File: src/rtl/cdb_arbiter.sv
// cdb_arbiter: round-robin share of the ROB write-back bus between RS, LB and SB one-entry slots, with a registered CDB result and a saturating conflict counter
module cdb_arbiter #(
  parameter int ROB_WIDTH_BIT = 3
) (
  input  logic                     clk_in,
  input  logic                     rst_in,
  input  logic                     rdy_in,
  input  logic                     clear_all,
  input  logic                     rs_valid,
  input  logic [31:0]              rs_value,
  input  logic [ROB_WIDTH_BIT-1:0] rs_dest,
  input  logic [31:0]              rs_jalr_pc,
  output logic                     rs_ready,
  input  logic                     lb_valid,
  input  logic [31:0]              lb_value,
  input  logic [ROB_WIDTH_BIT-1:0] lb_dest,
  output logic                     lb_ready,
  input  logic                     sb_valid,
  input  logic [ROB_WIDTH_BIT-1:0] sb_dest,
  output logic                     sb_ready,
  output logic                     cdb_valid,
  output logic [1:0]               cdb_src,
  output logic [31:0]              cdb_value,
  output logic [ROB_WIDTH_BIT-1:0] cdb_dest,
  output logic [31:0]              cdb_jalr_pc,
  output logic [15:0]              conflict_cnt
);
  logic [2:0] full, g, acc;
  logic [1:0] rr, gi;
  logic act, multi;
  logic [31:0] rs_val_q, rs_jalr_q, lb_val_q;
  logic [ROB_WIDTH_BIT-1:0] rs_dest_q, lb_dest_q, sb_dest_q;
  always_comb begin
    act = rdy_in && !clear_all;
    gi = rr == 2'd0 ? (full[0] ? 2'd0 : full[1] ? 2'd1 : 2'd2) :
         rr == 2'd1 ? (full[1] ? 2'd1 : full[2] ? 2'd2 : 2'd0) :
                      (full[2] ? 2'd2 : full[0] ? 2'd0 : 2'd1);
    g = act && |full ? 3'b001 << gi : 3'b000;
    rs_ready = act && (!full[0] || g[0]);
    lb_ready = act && (!full[1] || g[1]);
    sb_ready = act && (!full[2] || g[2]);
    acc = {sb_valid && sb_ready, lb_valid && lb_ready, rs_valid && rs_ready};
    multi = (full[0] && full[1]) || (full[0] && full[2]) || (full[1] && full[2]);
  end
  always_ff @(posedge clk_in) begin
    if (!rst_in) begin
      full <= 3'b000;
      rr <= 2'd0;
      cdb_valid <= 1'b0;
      cdb_src <= 2'd0;
      cdb_value <= 32'd0;
      cdb_dest <= '0;
      cdb_jalr_pc <= 32'd0;
      conflict_cnt <= 16'd0;
    end else if (rdy_in && clear_all) begin
      full <= 3'b000;
      rr <= 2'd0;
      cdb_valid <= 1'b0;
    end else if (rdy_in) begin
      full <= (full & ~g) | acc;
      if (acc[0]) begin
        rs_val_q <= rs_value;
        rs_dest_q <= rs_dest;
        rs_jalr_q <= rs_jalr_pc;
      end
      if (acc[1]) begin
        lb_val_q <= lb_value;
        lb_dest_q <= lb_dest;
      end
      if (acc[2]) sb_dest_q <= sb_dest;
      cdb_valid <= |g;
      if (|g) begin
        rr <= gi == 2'd2 ? 2'd0 : gi + 2'd1;
        cdb_src <= gi;
        cdb_value <= gi == 2'd0 ? rs_val_q : gi == 2'd1 ? lb_val_q : 32'd0;
        cdb_dest <= gi == 2'd0 ? rs_dest_q : gi == 2'd1 ? lb_dest_q : sb_dest_q;
        cdb_jalr_pc <= gi == 2'd0 ? rs_jalr_q : 32'd0;
      end
      if (multi && conflict_cnt != 16'hffff) conflict_cnt <= conflict_cnt + 16'd1;
    end
  end
endmodule

File: config.mk
export PLATFORM = sky130hd
export DESIGN_NAME = cdb_arbiter
export DESIGN_NICKNAME = d
export VERILOG_FILES = /design/src/rtl/cdb_arbiter.sv
export SDC_FILE = /design/constraint.sdc
export NUM_CORES = 1
export LEC_CHECK = 0
export CORE_UTILIZATION = 43
export CTS_CLUSTER_DIAMETER = 200
export DETAILED_ROUTE_END_ITERATION = 10
export GPL_TIMING_DRIVEN = 0
export PLACE_DENSITY = 0.76
export SLEW_MARGIN = 20
export SYNTH_ARGS = -nofsm -noshare
export SYNTH_HDL_FRONTEND = slang
export SYNTH_SLANG_ARGS = --single-unit
File: constraint.sdc
create_clock -name clk_in -period 5.3 [get_ports clk_in]
set_input_delay 1.06 -clock clk_in [delete_from_list [all_inputs] [get_ports clk_in]]
set_output_delay 1.06 -clock clk_in [all_outputs]
set_load 0.01 [all_outputs]
======== Word level (Yosys, flattened, before mapping) ========
Cells that the tools add are included.
cells by class
  reduce and logical (&&, ||, !) cells .... 33
  shifts and indexed selects .............. 1
  magnitude comparators ................... 0
  div/mod/pow operators ................... 0
  muxes and demuxes ....................... 15
  eq/ne operators ......................... 4
  multiply operators ...................... 0
  bitwise gates (word level) .............. 5
  add/subtract/negate cells ............... 2
operators by type and width
  kind                                                  number
  2-to-1 mux 32 bit                                     3
  adder 16 x 1 -> 16 bit (second input constant)        1
  2-to-1 mux 2 bit                                      8
  != test 16 bit (second input constant)                1
  logical AND 1 bit                                     13
  AND reduction 4 bit                                   3
  2-to-1 mux 3 bit                                      3
  AND reduction 3 bit                                   2
  OR reduction 3 bit                                    2
  logical OR 1 bit                                      5
  equality test 2 x 1 -> 1 bit (second input constant)  2
  logical NOT 1 bit                                     4
  logical NOT 2 bit                                     2
  bitwise AND 3 bit                                     1
  inverter 3 bit                                        1
  OR 3 bit                                              1
  << shifter 1 x 2 -> 3 bit (first input constant)      1
  adder 2 x 1 -> 2 bit (second input constant)          1
  equality test 2 bit (second input constant)           1
  inverter 1 bit                                        2
  AND reduction 2 bit                                   1
  OR reduction 2 bit                                    1
  2-to-1 mux 1 bit                                      1
word-level totals
  output and inout port bits .............. 89
  memories kept ........................... 0
  word-level logic and storage cells ...... 74
  RAM bits ................................ 0
  register bits after elaboration ......... 196
  latch bits .............................. 0
  bits in read-only memories .............. 0

======== Depth between registers and ports, before layout ========
Gate-level depths: netlist of the first run.
  word-level depth ........................ 10
  depth in mapped cells ................... 8
  gate-level depth less buffers ........... 5

======== Worst setup path before layout of the first run ========
No wires, ideal clock.
  path type ............................... in2reg
  start ................................... input port clear_all
  end ..................................... register rs_dest_q[0], enable pin
  data required time ...................... 4.815 ns
  stages on the path ...................... 5
  path slack .............................. -0.046 ns
  arrival time ............................ 4.861 ns
  buffers on the path ..................... 1
  path through ............................ buf_2 > and2b_2 > o31ai_2 > or4_4 > a211oi_2
between the ends
  cells in the longest elaborated chain, start to end .. 8
  elaborated cells between the ends (all ways) .. 10
ends and longest elaborated chain
  item                             RTL line  RTL
  start, declared                  8         input logic clear_all,
  logical NOT 1 bit                34        act = rdy_in && !clear_all;
  logical AND 1 bit                34
  logical AND 1 bit                38        g = act && |full ? 3'b001 << gi : 3'b000;
  2-to-1 mux 3 bit                 38
  logical OR 1 bit                 39        rs_ready = act && (!full[0] || g[0]);
  logical AND 1 bit                39
  logical AND 1 bit                42        acc = {sb_valid && sb_ready, lb_valid && lb_ready, rs_valid && rs_ready};
  AND reduction 4 bit (no line) *  n/a
  end signal, assigned             63        rs_dest_q <= rs_dest;
  end, declared                    32        logic [ROB_WIDTH_BIT-1:0] rs_dest_q, lb_dest_q, sb_dest_q;
Every way passes the cells marked *; elsewhere a longest branch is shown, timed or not.
A chain may end at the register's enable or synchronous reset.

======== Worst setup path after layout of the first run ========
  start ................................... input port clear_all
  end ..................................... output port lb_ready
between the ends
  cells in the longest elaborated chain, start to end .. 6
ends and longest elaborated chain
  item                 RTL line  RTL
  logical NOT 1 bit *  34
  logical AND 1 bit *  34
  logical AND 1 bit    38
  2-to-1 mux 3 bit     38
  logical OR 1 bit     40        lb_ready = act && (!full[1] || g[1]);
  logical AND 1 bit *  40
  end, declared        17        output logic lb_ready,
Marked as above.

==> reports/qor.yml, run 1 <==
global_routing:
  grt-ovfl-total: 0
  grt_util_all_layers_pct: 21.31
  grt_pass1_wl_um: 26520
  grt_pass1_vias: 5168
  antenna_found_initial: 0
  grt_start_max_net_pins: 19
worst_setup_path:
  worstSetupStartpointType: "input port"
  critical_path_class: "in2out"
  crit_arrival_ps: 3040
  path_cells: "buf_2, and2b_2, o31ai_2, nor3_1, nand2_1, a21oi_1, clkdlybuf4s50_1"
  cpPeakStageDelay_ps: 600
  cp_slowest_cell: "clkdlybuf4s50_1"
  endpoint_kind: "output port"
  required_ps: 4240
  reg2reg_setup_slack_ps: 2560
  crit_fanout: 8
final_layout:
  layout.nets: 842
  design_area_um2: 9843
  area_delta_synth_final_pct: 42.08
  register_area_um2: 4975
  drive_gt1_share_pct: 8.491
  antenna_cells: 0
  fillers: 1186
  multi_input_area_um2: 1743
sta:
  fin_tns_setup_ps: 0
  max_freq_ghz: 0.2440
  final-setup-viol-count: 0
  fin_crit_sh_pct: 77.33
  timing_hold_violations_final: 0
  period_minus_slack_ps: 4099
  rsz0062_at_grt: "no"
  tightest_slew_ps: 671.4
  slew_headroom_pct: 55.24
  fin_skew_ps: 13.57
  slew_viol_final: 0
  fin_ws_ps: 1201
clock_tree:
  clk_pin_slew_ps: 70
  cts_buffers: 17
  clock-sinks: 196
  postCtsSetupRepairBufs: 0
  htreeDepth: 4
  cts_tree: "done"
  clockRootBuffer: "clkbuf_16"
  clk_latency_ps: 430
  cts_resized: 0
  clock_path_buffers: 2
  cts_hold_buffers: 0
floorplanning:
  fp.dieW_um: 128.9
  start_util_pct: 43.77
  num_rows: 46
  dieArea_um2: 16620
  die_y_um: 128.9
  fp.coreArea_um2: 15830
  boundaryPins: 201
synth:
  ys_warn_count: 0
  synth_edf_count: 105
  yosysTopAreaCellShare_pct: 45.51
  syn_nets: 618
  syn-cell-area_um2: 6928
  synth_top_area_cell: "edfxtp_1"
  netlist_instances: 505
  synth_area_leaders: "edfxtp_1, dfxtp_1, a22o_1"
  synth-main-ff-cell: "edfxtp_1"
  async_flop_share_pct: 0
  synth_cell_type_count: 49
  ys_ff_latch: 196
  synth_area_per_cell_um2: 13.72
  ys_seq_area_share_pct: 71.81
placement:
  place_congestion: 0.8228
  placed_area_um2: 9291
  port_buffers: 197
  dp_hpwl_um: 12470
  dp_worst_setup_slack_ps: 1206
hold_path:
  worstHoldPathType: "reg2reg"
detailed_routing:
  drtIter0Drc: 270
  vias: 5089
  first_pass_iters: 4
  drt-total-wl_um: 17300
  drcViolationCount: 0
  antenna_left: 0
  detail_route.wl_per_cell_um: 18.06
  drt-vias-per-instance: 5.312
power:
  p_leak_uw: 0.003446
  ir_drop_uv: 210.0
  p_per_area_nw_per_um2: 316.1
  totalPowerFinal_uw: 3112
run:
  drv_cap: 0
outcome:
  status: "finished, final reports clean"
==> cells in the mapped netlist (3+ instances only) <==
cell type,instances
a211oi_1,3
a21oi_1,8
a221oi_1,32
a22o_1,33
a31oi_1,3
a41o_1,3
and3_1,5
buf_1,4
buf_2,7
buf_4,3
buf_6,5
clkbuf_1,19
dfxtp_1,91
edfxtp_1,105
inv_1,7
mux2i_1,5
nand2_1,19
nand2b_1,5
nand3_1,8
nand4_1,8
nor2_1,51
nor4_1,5
o21ai_0,34
o311ai_0,3
xnor2_1,11
==> critical path: cells and delay by family <==
| kind | cells | cell delay (ps) |
|---|---|---|
| compound gates | 2 | 340 |
| buf+inv | 2 | 770 |
| simple gates | 3 | 870 |
==> area by class of cell <==
type | instances | share of cell area, %
Buffer | 38 | 2.034
Clock buffer | 19 | 4.398
Clock inverter | 13 | 1.208
Inverter | 8 | 0.3051
Multi-Input combinational cell | 263 | 17.71
Sequential cell | 196 | 50.54
Tap cell | 216 | 2.746
Timing Repair Buffer | 205 | 21.06
==> through the flow <==
step / hold slack, ps / util, % / std cells
floorplan: 435.8 / - / 505
global placement: 438.6 / 57.98 / 918
detailed placement: 439.9 / 58.70 / 926
CTS: 455.1 / 62.19 / 958
global route: 475.0 / 62.19 / 958
finish: 456.1 / 62.19 / 958
==> power breakdown <==
part	leakage, uW	switching [uW]	internal (uW)	total, uW
combinational	0.00150	112	137	249
clock	0.000262	594	618	1210
sequential	0.00169	15.8	1630	1650
total	0.00345	722	2390	3110
==> routing by layer <==
metal | share of wire (%) | up-vias | global-route usage (%)
li1 | - | 2381 | -
met3 | 6.5 | 40 | 5.322
met2 | 49 | 206 | 34.66
met5 | 0 | - | 0
met1 | 41 | 2462 | 25.92
met4 | 3.5 | 0 | 12.25
==> registers in the layout (all words and copies together), names as in the netlist <==
| name | count |
|---|---|
| cdb_value | 32 |
| rr | 2 |
| full | 3 |
| rs_jalr_q | 32 |
| lb_dest_q | 3 |
| cdb_jalr_pc | 32 |
| lb_val_q | 32 |
| cdb_dest | 3 |
| cdb_src | 2 |
| conflict_cnt | 16 |
| cdb_valid | 1 |
| sb_dest_q | 3 |
| rs_dest_q | 3 |
| rs_val_q | 32 |
==> cell usage in the layout (no fill, tap or decap), drive strengths merged, types with 2 or more instances in the layout <==
cell           netlist  routed
and3                 5       5
a21boi               2       2
inv                  7      13
a211oi               4       4
o22ai                2       2
a31oi                3       3
nand2               19      19
nand2b               5       5
clkbuf              19      38
clkinvlp             0       3
buf                 19      27
clkinv               1       5
dfxtp               91      91
a22o                33      33
nor2b                2       2
nor2                51      51
o21ai               34      34
a21oi                8       8
mux2i                5       5
nor3                 2       2
nor4                 5       5
nand4                9       9
edfxtp             105     105
a221oi              32      32
o311ai               3       3
xnor2               11      11
nand3                8       8
a41o                 3       3
clkdlybuf4s50        0     197
a2111oi              4       4
==> kinds of logic (layout without fill, tap and decap cells) <==
logic type / count (synthesis) / count (layout) / synth area share [%]
compound gates: 135 / 135 / 14.85
flops: 196 / 196 / 71.81
simple gates: 110 / 110 / 7.585
fa+ha+maj: 2 / 2 / 0.3251
buf+inv: 46 / 283 / 3.323
xor+xnor: 11 / 11 / 1.391
mux: 5 / 5 / 0.7224
==> final timing paths <==
kind                 start               to  cells past startpoint
max              clear_all         lb_ready                      7
min          rs_jalr_q[27]  cdb_jalr_pc[27]                      1
max reg2reg        full[0]      rs_val_q[7]                      8
min reg2reg  rs_jalr_q[27]  cdb_jalr_pc[27]                      1
Note: power is estimated with default switching activity, not from simulation.
==> inputs of run 2 (changes only) <==
CORE_UTILIZATION = 47   (was 43)
PLACE_DENSITY = 0.79   (was 0.76)
clock period = 4.1 ns   (was 5.3 ns; I/O delays follow)
==> run 2 against run 1 <==
Effect of this change:
- worst hold slack got worse by 0.59 ps
- cell area fell by 0.33%
- via count rose by 0.35%
- clock skew fell by 3.8 ps
- critical path depth fell by 1
- die area fell by 8.4%
- sequential share of layout area rose by 0.17 points
- combinational power rose by 30%
- non-clock buffer count fell by 1
- critical path type is now reg2out
- largest cell class unchanged
==> reports/qor.yml, run 2 (synthesized netlist as in run 1, its figures left out) <==
worst_setup_path:
  cpPeakStageDelay_ps: 610
  crit_fanout: 9
  cpLargestDelayFamily: "compound AO/OA/AOI/OAI gates"
  path_cells: "buf_4, nor2_1, a22oi_1, o211ai_1, a21boi_1, clkdlybuf4s50_1"
  required_ps: 3280
  endpoint_kind: "output port"
  worstSetupStartpointType: "flip-flop"
  critical_path_class: "reg2out"
  cp_slowest_cell: "a22oi_1"
  crit_arrival_ps: 2770
  cp_num_buf_inv: 2
global_routing:
  met3_usage_pct: 5.120
  grt_pass1_wl_um: 26630
  antenna_found_initial: 0
  grt-ovfl-total: 0
  grtUsageMet1_pct: 29.42
  grtUsageMet2_pct: 38.93
  grt_pass1_vias: 5164
  grt_start_max_net_pins: 19
  grt_util_all_layers_pct: 23.45
  grt-busiest-layer: "met2"
sta:
  timing_hold_violations_final: 0
  max_freq_ghz: 0.2786
  tightest_slew_ps: 745.9
  fin_ws_ps: 511.1
  fin_crit_sh_pct: 87.53
  fin_skew_ps: 9.770
  final-setup-viol-count: 0
  rsz0062_at_grt: "no"
  slew_viol_final: 0
  slew_headroom_pct: 50.11
  period_minus_slack_ps: 3589
clock_tree:
  htreeDepth: 4
  cts_hold_buffers: 0
  cts_buffers: 17
  cts_tree: "done"
  clock-sinks: 196
  clockRootBuffer: "clkbuf_16"
  cts_resized: 0
  clk_pin_slew_ps: 70
  clk_latency_ps: 430
  postCtsSetupRepairBufs: 0
  clock_path_buffers: 2
power:
  p_leak_uw: 0.003443
  internal_power_uw: 3084
  p_per_area_nw_per_um2: 407.7
  power_frac_seq_pct: 53.4
  p_clk_share_pct: 38.5
  ir_drop_uv: 291.5
  p_sw_share_pct: 22.90
  p_switching_uw: 915.9
  combPwrFrac_pct: 8.1
detailed_routing:
  drt-total-wl_um: 17110
  drt-vias-per-instance: 5.521
  first_pass_iters: 4
  detail_route.wl_per_cell_um: 18.50
  drtIter0Drc: 271
  antenna_left: 0
  vias: 5107
  drcViolationCount: 0
floorplanning:
  die_y_um: 123.4
  boundaryPins: 201
  fp.dieW_um: 123.4
  start_util_pct: 47.85
  fp.coreArea_um2: 14480
  dieArea_um2: 15230
  num_rows: 44
final_layout:
  register_area_um2: 4975
  layout_common_cells: "clkdlybuf4s50_1, edfxtp_1, dfxtp_1, nor2_1, o21ai_0"
  multi_input_area_um2: 1752
  drive_gt1_share_pct: 8.637
  stdcell_count: 925
  layout.nets: 841
  layout_commonest_cell: "clkdlybuf4s50_1"
  fillers: 1063
  antenna_cells: 0
  area_delta_synth_final_pct: 41.61
  postLayoutCoreUtil_pct: 67.76
placement:
  port_buffers: 197
  place_congestion: 0.8084
  dp_hpwl_um: 12360
  dp_worst_setup_slack_ps: 557.6
  dp.cells: 893
run:
  drv_cap: 0
hold_path:
  worstHoldPathType: "reg2reg"
outcome:
  status: "finished, final reports clean"
run 2: cell count changes in the layout (fill, tap and decap cells not counted):
| cell | change |
|---|---|
| buf_2 | -1 |
| buf_8 | +1 |
| inv_6 | +2 |
| inv_8 | -2 |
| buf_6 | -1 |
| o31ai_2 | -1 |
| clkinvlp_4 | +1 |
| clkinv_2 | +1 |
| clkbuf_1 | -2 |
| o31ai_4 | +1 |
run 2: worst paths after layout:
kind,depth (start not counted),to,slack (ps),start
setup / recovery,6,sb_ready,510,full[2]
hold / removal,1,cdb_jalr_pc[25],460,rs_jalr_q[25]
setup reg to reg,9,rs_val_q[17],1140,full[2]
hold reg to reg,1,cdb_jalr_pc[25],460,rs_jalr_q[25]
run 2: per-stage QoR:
stage | cell area (um^2) | total power, uW | hold slack [ps] | TNS (ps)
floorplan | 6959 | 2293 | 435.8 | -147.1
global placement | 9161 | 2483 | 437.4 | -80280
detailed placement | 9259 | 2501 | 443.8 | 0
CTS | 9811 | 4027 | 458.1 | 0
global route | 9811 | 4140 | 473.3 | 0
finish | 9811 | 4000 | 455.5 | 0
run 2: cell type report:
class / instances / area share (%)
Tap cell: 184 / 2.347
Buffer: 38 / 2.143
Inverter: 8 / 0.3061
Clock inverter: 15 / 1.288
Multi-Input combinational cell: 263 / 17.85
Clock buffer: 17 / 4.336
Timing Repair Buffer: 204 / 21.02
Sequential cell: 196 / 50.71
run 2: metal layers:
| metal | up-vias | share of wire [%] |
|---|---|---|
| met4 | 0 | 2.5 |
| met5 | - | 0 |
| met3 | 34 | 5.4 |
| met1 | 2507 | 41 |
| li1 | 2372 | - |
| met2 | 194 | 51 |
run 2: power by group through the flow:
stage | Combinational [uW] | Sequential (uW) | Clock (uW)
2_1_floorplan | 107 | 2190 | 0
3_3_place_gp | 306 | 2180 | 0
3_5_place_dp | 323 | 2180 | 0
4_1_cts | 325 | 2130 | 1570
5_1_grt | 349 | 2140 | 1650
6_report | 324 | 2130 | 1540
